`config.mk`:
```
export PLATFORM = sky130hd
export DESIGN_NAME = lsu_ctrl
export DESIGN_NICKNAME = d
export VERILOG_FILES = /design/src/rtl/lsu_ctrl.sv
export SDC_FILE = /design/constraint.sdc
export NUM_CORES = 1
export LEC_CHECK = 0
export ABC_AREA = 0
export CAP_MARGIN = 20
export CORE_MARGIN = 2
export CORE_UTILIZATION = 41
export DETAILED_ROUTE_END_ITERATION = 8
export PLACE_DENSITY = 0.77
export SLEW_MARGIN = 20
export SYNTH_ARGS = -nofsm -noshare
export SYNTH_HDL_FRONTEND = slang
export SYNTH_SLANG_ARGS = --single-unit
```
`constraint.sdc`:
```
create_clock -name clk_i -period 2.3 [get_ports clk_i]
set_input_delay 0.69 -clock clk_i [delete_from_list [all_inputs] [get_ports clk_i]]
set_output_delay 0.69 -clock clk_i [all_outputs]
set_load 0.01 [all_outputs]
```
`src/rtl/lsu_ctrl.sv`:
```
// lsu_ctrl: load/store unit behind the decoder.
//   Takes one decoded load/store (memRW, funct3, ALU address, rs2). It runs a
//   req/gnt/rvalid handshake to data memory and builds the byte enables and
//   the lane-replicated store data. Load data is sign- or zero-extended for
//   writeback. The core is held via stall_o until the access finishes.
//   Misaligned or illegal accesses are rejected in the same cycle without a
//   bus request. An access that runs too long is aborted with err_o.
// Ports:
//   clk_i, rst_ni               clock, async active-low reset
//   req_valid_i, mem_we_i       access present / store(1) vs load(0)
//   ld_st_sel_i                 funct3: 000 B, 001 H, 010 W, 100 BU, 101 HU
//   addr_i, wdata_i             byte address, store data
//   stall_o, done_o             hold pipeline / one-cycle completion pulse
//   rdata_o                     extended load result, held until next load
//   misaligned_o, err_o         rejected access / bus timeout (pulse with done_o)
//   dmem_*                      data memory request/response channel
module lsu_ctrl #(
  parameter int TIMEOUT_CYC = 255
) (
  input  logic        clk_i,
  input  logic        rst_ni,
  input  logic        req_valid_i,
  input  logic        mem_we_i,
  input  logic [2:0]  ld_st_sel_i,
  input  logic [31:0] addr_i,
  input  logic [31:0] wdata_i,
  output logic        stall_o,
  output logic        done_o,
  output logic [31:0] rdata_o,
  output logic        misaligned_o,
  output logic        err_o,
  output logic        dmem_req_o,
  output logic        dmem_we_o,
  output logic [31:0] dmem_addr_o,
  output logic [3:0]  dmem_be_o,
  output logic [31:0] dmem_wdata_o,
  input  logic        dmem_gnt_i,
  input  logic        dmem_rvalid_i,
  input  logic [31:0] dmem_rdata_i
);

  typedef enum logic [1:0] {IDLE, REQ, WAIT_R, RESP} state_e;

  // Last counter value before the abort; the counter starts at 0 on entering
  // REQ, so the access gets exactly TIMEOUT_CYC cycles in REQ+WAIT_R.
  localparam logic [7:0] TO_LAST = 8'(TIMEOUT_CYC - 1);

  state_e      state_q, state_d;
  logic [7:0]  cnt_q, cnt_d;
  logic        we_q;
  logic [2:0]  sel_q;
  logic [31:0] addr_q, wdata_q, rdata_q;
  logic        err_q, err_d;
  logic        accept, reject, capture;
  logic        sel_legal, mis;
  logic [3:0]  be;
  logic [31:0] wdata_rep, ld_ext;

  // Legality and alignment of the incoming request.
  always_comb begin
    sel_legal = (ld_st_sel_i == 3'b000) || (ld_st_sel_i == 3'b001) ||
                (ld_st_sel_i == 3'b010) || (ld_st_sel_i == 3'b100) ||
                (ld_st_sel_i == 3'b101);
    mis = ((ld_st_sel_i[1:0] == 2'b01) && addr_i[0]) ||
          ((ld_st_sel_i[1:0] == 2'b10) && (addr_i[1:0] != 2'b00));
    accept = (state_q == IDLE) && req_valid_i && sel_legal && !mis;
    reject = (state_q == IDLE) && req_valid_i && (!sel_legal || mis);
  end

  // Byte enables and replicated store data from the latched request.
  always_comb begin
    be        = 4'b1111;
    wdata_rep = wdata_q;
    case (sel_q[1:0])
      2'b00: begin
        be        = 4'b0001 << addr_q[1:0];
        wdata_rep = {4{wdata_q[7:0]}};
      end
      2'b01: begin
        be        = 4'b0011 << {addr_q[1], 1'b0};
        wdata_rep = {2{wdata_q[15:0]}};
      end
      default: ;
    endcase
  end

  // Lane extraction and extension of the returning load data.
  always_comb begin
    logic [7:0]  b;
    logic [15:0] h;
    b = dmem_rdata_i[8*addr_q[1:0] +: 8];
    h = dmem_rdata_i[16*addr_q[1] +: 16];
    case (sel_q)
      3'b000:  ld_ext = {{24{b[7]}}, b};
      3'b001:  ld_ext = {{16{h[15]}}, h};
      3'b100:  ld_ext = {24'h0, b};
      3'b101:  ld_ext = {16'h0, h};
      default: ld_ext = dmem_rdata_i;
    endcase
  end

  // Next state. A completing handshake wins over the timeout in the same cycle.
  always_comb begin
    state_d = state_q;
    cnt_d   = cnt_q;
    err_d   = err_q;
    capture = 1'b0;
    case (state_q)
      IDLE: begin
        if (accept) begin
          state_d = REQ;
          cnt_d   = 8'd0;
          err_d   = 1'b0;
        end
      end
      REQ: begin
        if (dmem_gnt_i && (we_q || dmem_rvalid_i)) begin
          state_d = RESP;
          capture = !we_q;
        end else if (cnt_q == TO_LAST) begin
          state_d = RESP;
          err_d   = 1'b1;
        end else begin
          cnt_d = cnt_q + 8'd1;
          if (dmem_gnt_i) state_d = WAIT_R;
        end
      end
      WAIT_R: begin
        if (dmem_rvalid_i) begin
          state_d = RESP;
          capture = 1'b1;
        end else if (cnt_q == TO_LAST) begin
          state_d = RESP;
          err_d   = 1'b1;
        end else begin
          cnt_d = cnt_q + 8'd1;
        end
      end
      RESP: state_d = IDLE;
      default: state_d = IDLE;
    endcase
  end

  always_ff @(posedge clk_i or negedge rst_ni) begin
    if (!rst_ni) begin
      state_q <= IDLE;
      cnt_q   <= 8'd0;
      err_q   <= 1'b0;
      we_q    <= 1'b0;
      sel_q   <= 3'b000;
      addr_q  <= 32'h0;
      wdata_q <= 32'h0;
      rdata_q <= 32'h0;
    end else begin
      state_q <= state_d;
      cnt_q   <= cnt_d;
      err_q   <= err_d;
      if (accept) begin
        we_q    <= mem_we_i;
        sel_q   <= ld_st_sel_i;
        addr_q  <= addr_i;
        wdata_q <= wdata_i;
      end
      if (capture) rdata_q <= ld_ext;
    end
  end

  // Outputs. Bus fields are gated to REQ so they read 0 outside a request.
  always_comb begin
    dmem_req_o   = (state_q == REQ);
    dmem_we_o    = dmem_req_o && we_q;
    dmem_addr_o  = dmem_req_o ? {addr_q[31:2], 2'b00} : 32'h0;
    dmem_be_o    = dmem_req_o ? be : 4'b0000;
    dmem_wdata_o = dmem_req_o ? wdata_rep : 32'h0;
    stall_o      = accept || (state_q == REQ) || (state_q == WAIT_R);
    misaligned_o = reject;
    done_o       = (state_q == RESP) || reject;
    err_o        = (state_q == RESP) && err_q;
    rdata_o      = rdata_q;
  end

endmodule

```
==> results.py <==
metrics = {
    "yosys": {
        "synth_top_area_share_pct": 46.90,
        "yosys-top-cells-area": "dfrtp_1 47%, mux2_2 14%, a21oi_1 4.6%",
        "synth-edff-count": 0,
        "ys_async_sr_fraction_pct": 100.0,
        "postSynthAreaPerCell_um2": 9.970,
        "yosys_register_bits": 111,
        "syn_inst": 594,
        "syn_area_mm2": 0.005922,
        "ys_seq_area_share_pct": 46.90,
        "yosys.area.top_type": "dfrtp_1",
        "synth_ff_type": "dfrtp_1",
        "ys_types": 49,
        "synth_warnings": 0,
    },
    "setup_path": {
        "crit_chain": "ha_4 > buf_8 > buf_12 > clkbuf_16 > and2_4 > buf_6",
        "critPathArrivalTime_ps": 1660,
        "start_kind": "flop",
        "slowest_stage": "dfrtp_1",
        "critPathMaxStageDelay_ps": 440,
        "path_max_fanout": 6,
        "worstPathRequired_ps": 1610,
        "critPathKind": "reg2out",
        "endpoint_kind": "primary output",
    },
    "clock_tree": {
        "path_clk_slew_ps": 90,
        "numCtsBuffers": 9,
        "clkSinkCount": 111,
        "htreeDepth": 3,
        "cts_tree": "built",
        "cts_buffer_depth": 2,
        "cts_root_buf": "clkbuf_16",
        "hold_buffers": 0,
        "insertion_delay_ps": 370,
    },
    "sta": {
        "relSlewSlack_pct": 58.49,
        "rsz0062_at_grt": "true",
        "setup_ws_ps": -50.72,
        "fin_crit_sh_pct": 102.2,
        "tightest_slew_ps": 622.7,
        "drv_slew": 0,
        "final-hold-violation-count": 0,
        "final.setup_skew_ps": 11.81,
        "fmaxAchievable_mhz": 425.4,
        "period_needed_ps": 2351,
        "setup_viol": 32,
    },
    "grt": {
        "met2_usage_pct": 40.95,
        "grt_pass1_vias": 5666,
        "use_met3_pct": 7.005,
        "grt.busiest_layer": "met2",
        "gr-total-overflow": 0,
        "grt_util_met1_pct": 30.67,
        "grt_pass1_wl_um": 29340,
        "grt_max_degree": 94,
        "grt_use_total_pct": 24.67,
        "grt_antenna_before_repair": 0,
    },
    "final_layout": {
        "final_util_pct": 65.96,
        "drive_above_1_share_pct": 35.99,
        "stdcell_count": 1022,
        "syn_to_final_growth_pct": 55.80,
        "layout_common_cells": "129 x clkdlybuf4s50_1, 109 x dfrtp_1, 75 x mux2_2",
        "final_common_cell": "clkdlybuf4s50_1",
        "fin_nets": 949,
        "antennaDiodeCount": 0,
    },
    "placement": {
        "placed_cells": 990,
        "hpwl_um": 13110,
        "preCtsSetupSlack_ps": -945.7,
        "portBuffers": 208,
        "gp_congestion": 0.8969,
    },
    "floorplan": {
        "die_w_um": 124.2,
        "row_count": 43,
        "dieArea_mm2": 0.01542,
        "initial_core_util_pct": 42.33,
        "die_h_um": 124.2,
        "coreArea_mm2": 0.01399,
        "io_pins": 211,
    },
    "status": {
        "run_status": "finished, violations left",
        "violations": "setup timing",
    },
    "drt": {
        "final_antenna_net_count": 0,
        "vias_per_cell": 5.490,
        "drt_pass1_iterations": 5,
        "wirelength_um": 19130,
        "drtIter0Drc": 370,
        "wl_per_cell_um": 18.72,
        "vias": 5611,
        "drc": 0,
    },
    "pwr": {
        "vdd_ir_drop_max_mv": 0.7234,
        "p_leak_nw": 4.126,
        "power_density_mw_per_mm2": 1361,
    },
    "job": {
        "max_cap_viol_count": 0,
    },
    "min_path": {
        "hold_class": "in2async",
    },
}
## cell usage after synthesis (all sizes together), types with 2 or more instances
library cell and number:
dfrtp 111, mux2 75, nor2 59, a21oi 55, nand2 54, o21ai 42
and2 40, clkbuf 24, mux2i 22, buf 18, inv 10, a211oi 8
and3b 8, a211o 7, ha 7, nand3 5, nor3 5, o31ai 4
a2bb2oi 3, a31oi 3, o22a 3, or2 3, a21o 2, nand2b 2
nor2b 2, nor3b 2, nor4 2, o21bai 2
## layout make-up
| type | count | area, um2 |
|---|---|---|
| Fill cell | 1058 | 4762 |
| Sequential cell | 111 | 2780 |
| Tap cell | 180 | 225.2 |
| Inverter | 11 | 43.79 |
| Clock buffer | 9 | 225.2 |
| Clock inverter | 7 | 60.06 |
| Timing Repair Buffer | 273 | 2740 |
| Multi-Input combinational cell | 431 | 3152 |
## registers in the layout (all words and copies together) (netlist names)
register  cells
addr_q       32
rdata_o      32
wdata_q      32
cnt_q         8
sel_q         3
state_q       2
err_q         1
we_q          1
## path summary, 6_finish.rpt
check | start | end | slack, ps | depth (start not counted)
max in group asynchronous | rst_ni | state_q[1] | 1300 | 2
worst min-delay path | rst_ni | addr_q[13] | 180 | 1
worst max-delay path | state_q[0] | dmem_addr_o[7] | -50 | 6
worst min register to register | rdata_o[13] | rdata_o[13] | 480 | 2
min in group clk_i | rdata_o[13] | rdata_o[13] | 480 | 2
worst max register to register | state_q[0] | wdata_q[31] | 180 | 8
## logic make-up (layout without fill, tap and decap cells)
logic type                 Yosys count  after routing  synth area share [%]
buffers and inverters               53            300                 3.824
DFF                                111            111                 46.90
AOI/OAI and AO/OA                  138            138                 14.01
other                                1              2               0.06332
muxes                               98             98                 18.36
adders and majority gates            7              7                 1.479
and+or+nand+nor                    186            186                 15.36
## layer usage
metal,vias up,routed length (um)
li1,2551,-
met1,2763,7650
met2,262,9402
met3,35,1687
met4,0,392
met5,-,0
## critical path: cells and delay by family (launching register included)
family,cells,cell delay (ps)
buffers and inverters,4,510
flip-flops,1,440
adder cells (fa/ha/maj),1,190
AND/OR/NAND/NOR,1,130
## what timing repair did
| action | 4_1_cts | 5_1_grt |
|---|---|---|
| buffers inserted | 8 | 4 |
| endpoints found under the setup margin | 140 | 62 |
| gates resized for setup | 333 | 99 |
| cloned | 4 | 2 |
| pin swaps | 7 | 12 |
## report_power, final
part           switching, W  internal [W]  leakage, nW
registers          0.000741       0.00287         1.35
clock network      0.000804      0.000761        0.143
logic               0.00336       0.00402         2.63
## through the flow
stage	hold WS (ps)	power, W	area (um2)	TNS [ps]
floorplan	394.4	0.006769	5931	0
global route	197.7	0.01331	9226	-2855
detailed placement	469.9	0.009953	8514	-51190
CTS	188.3	0.01200	9014	-2383
global placement	460.9	0.009724	8514	-47320
finish	184.6	0.01255	9226	-969.7
No activity file was read; power rests on OpenSTA's default activity.
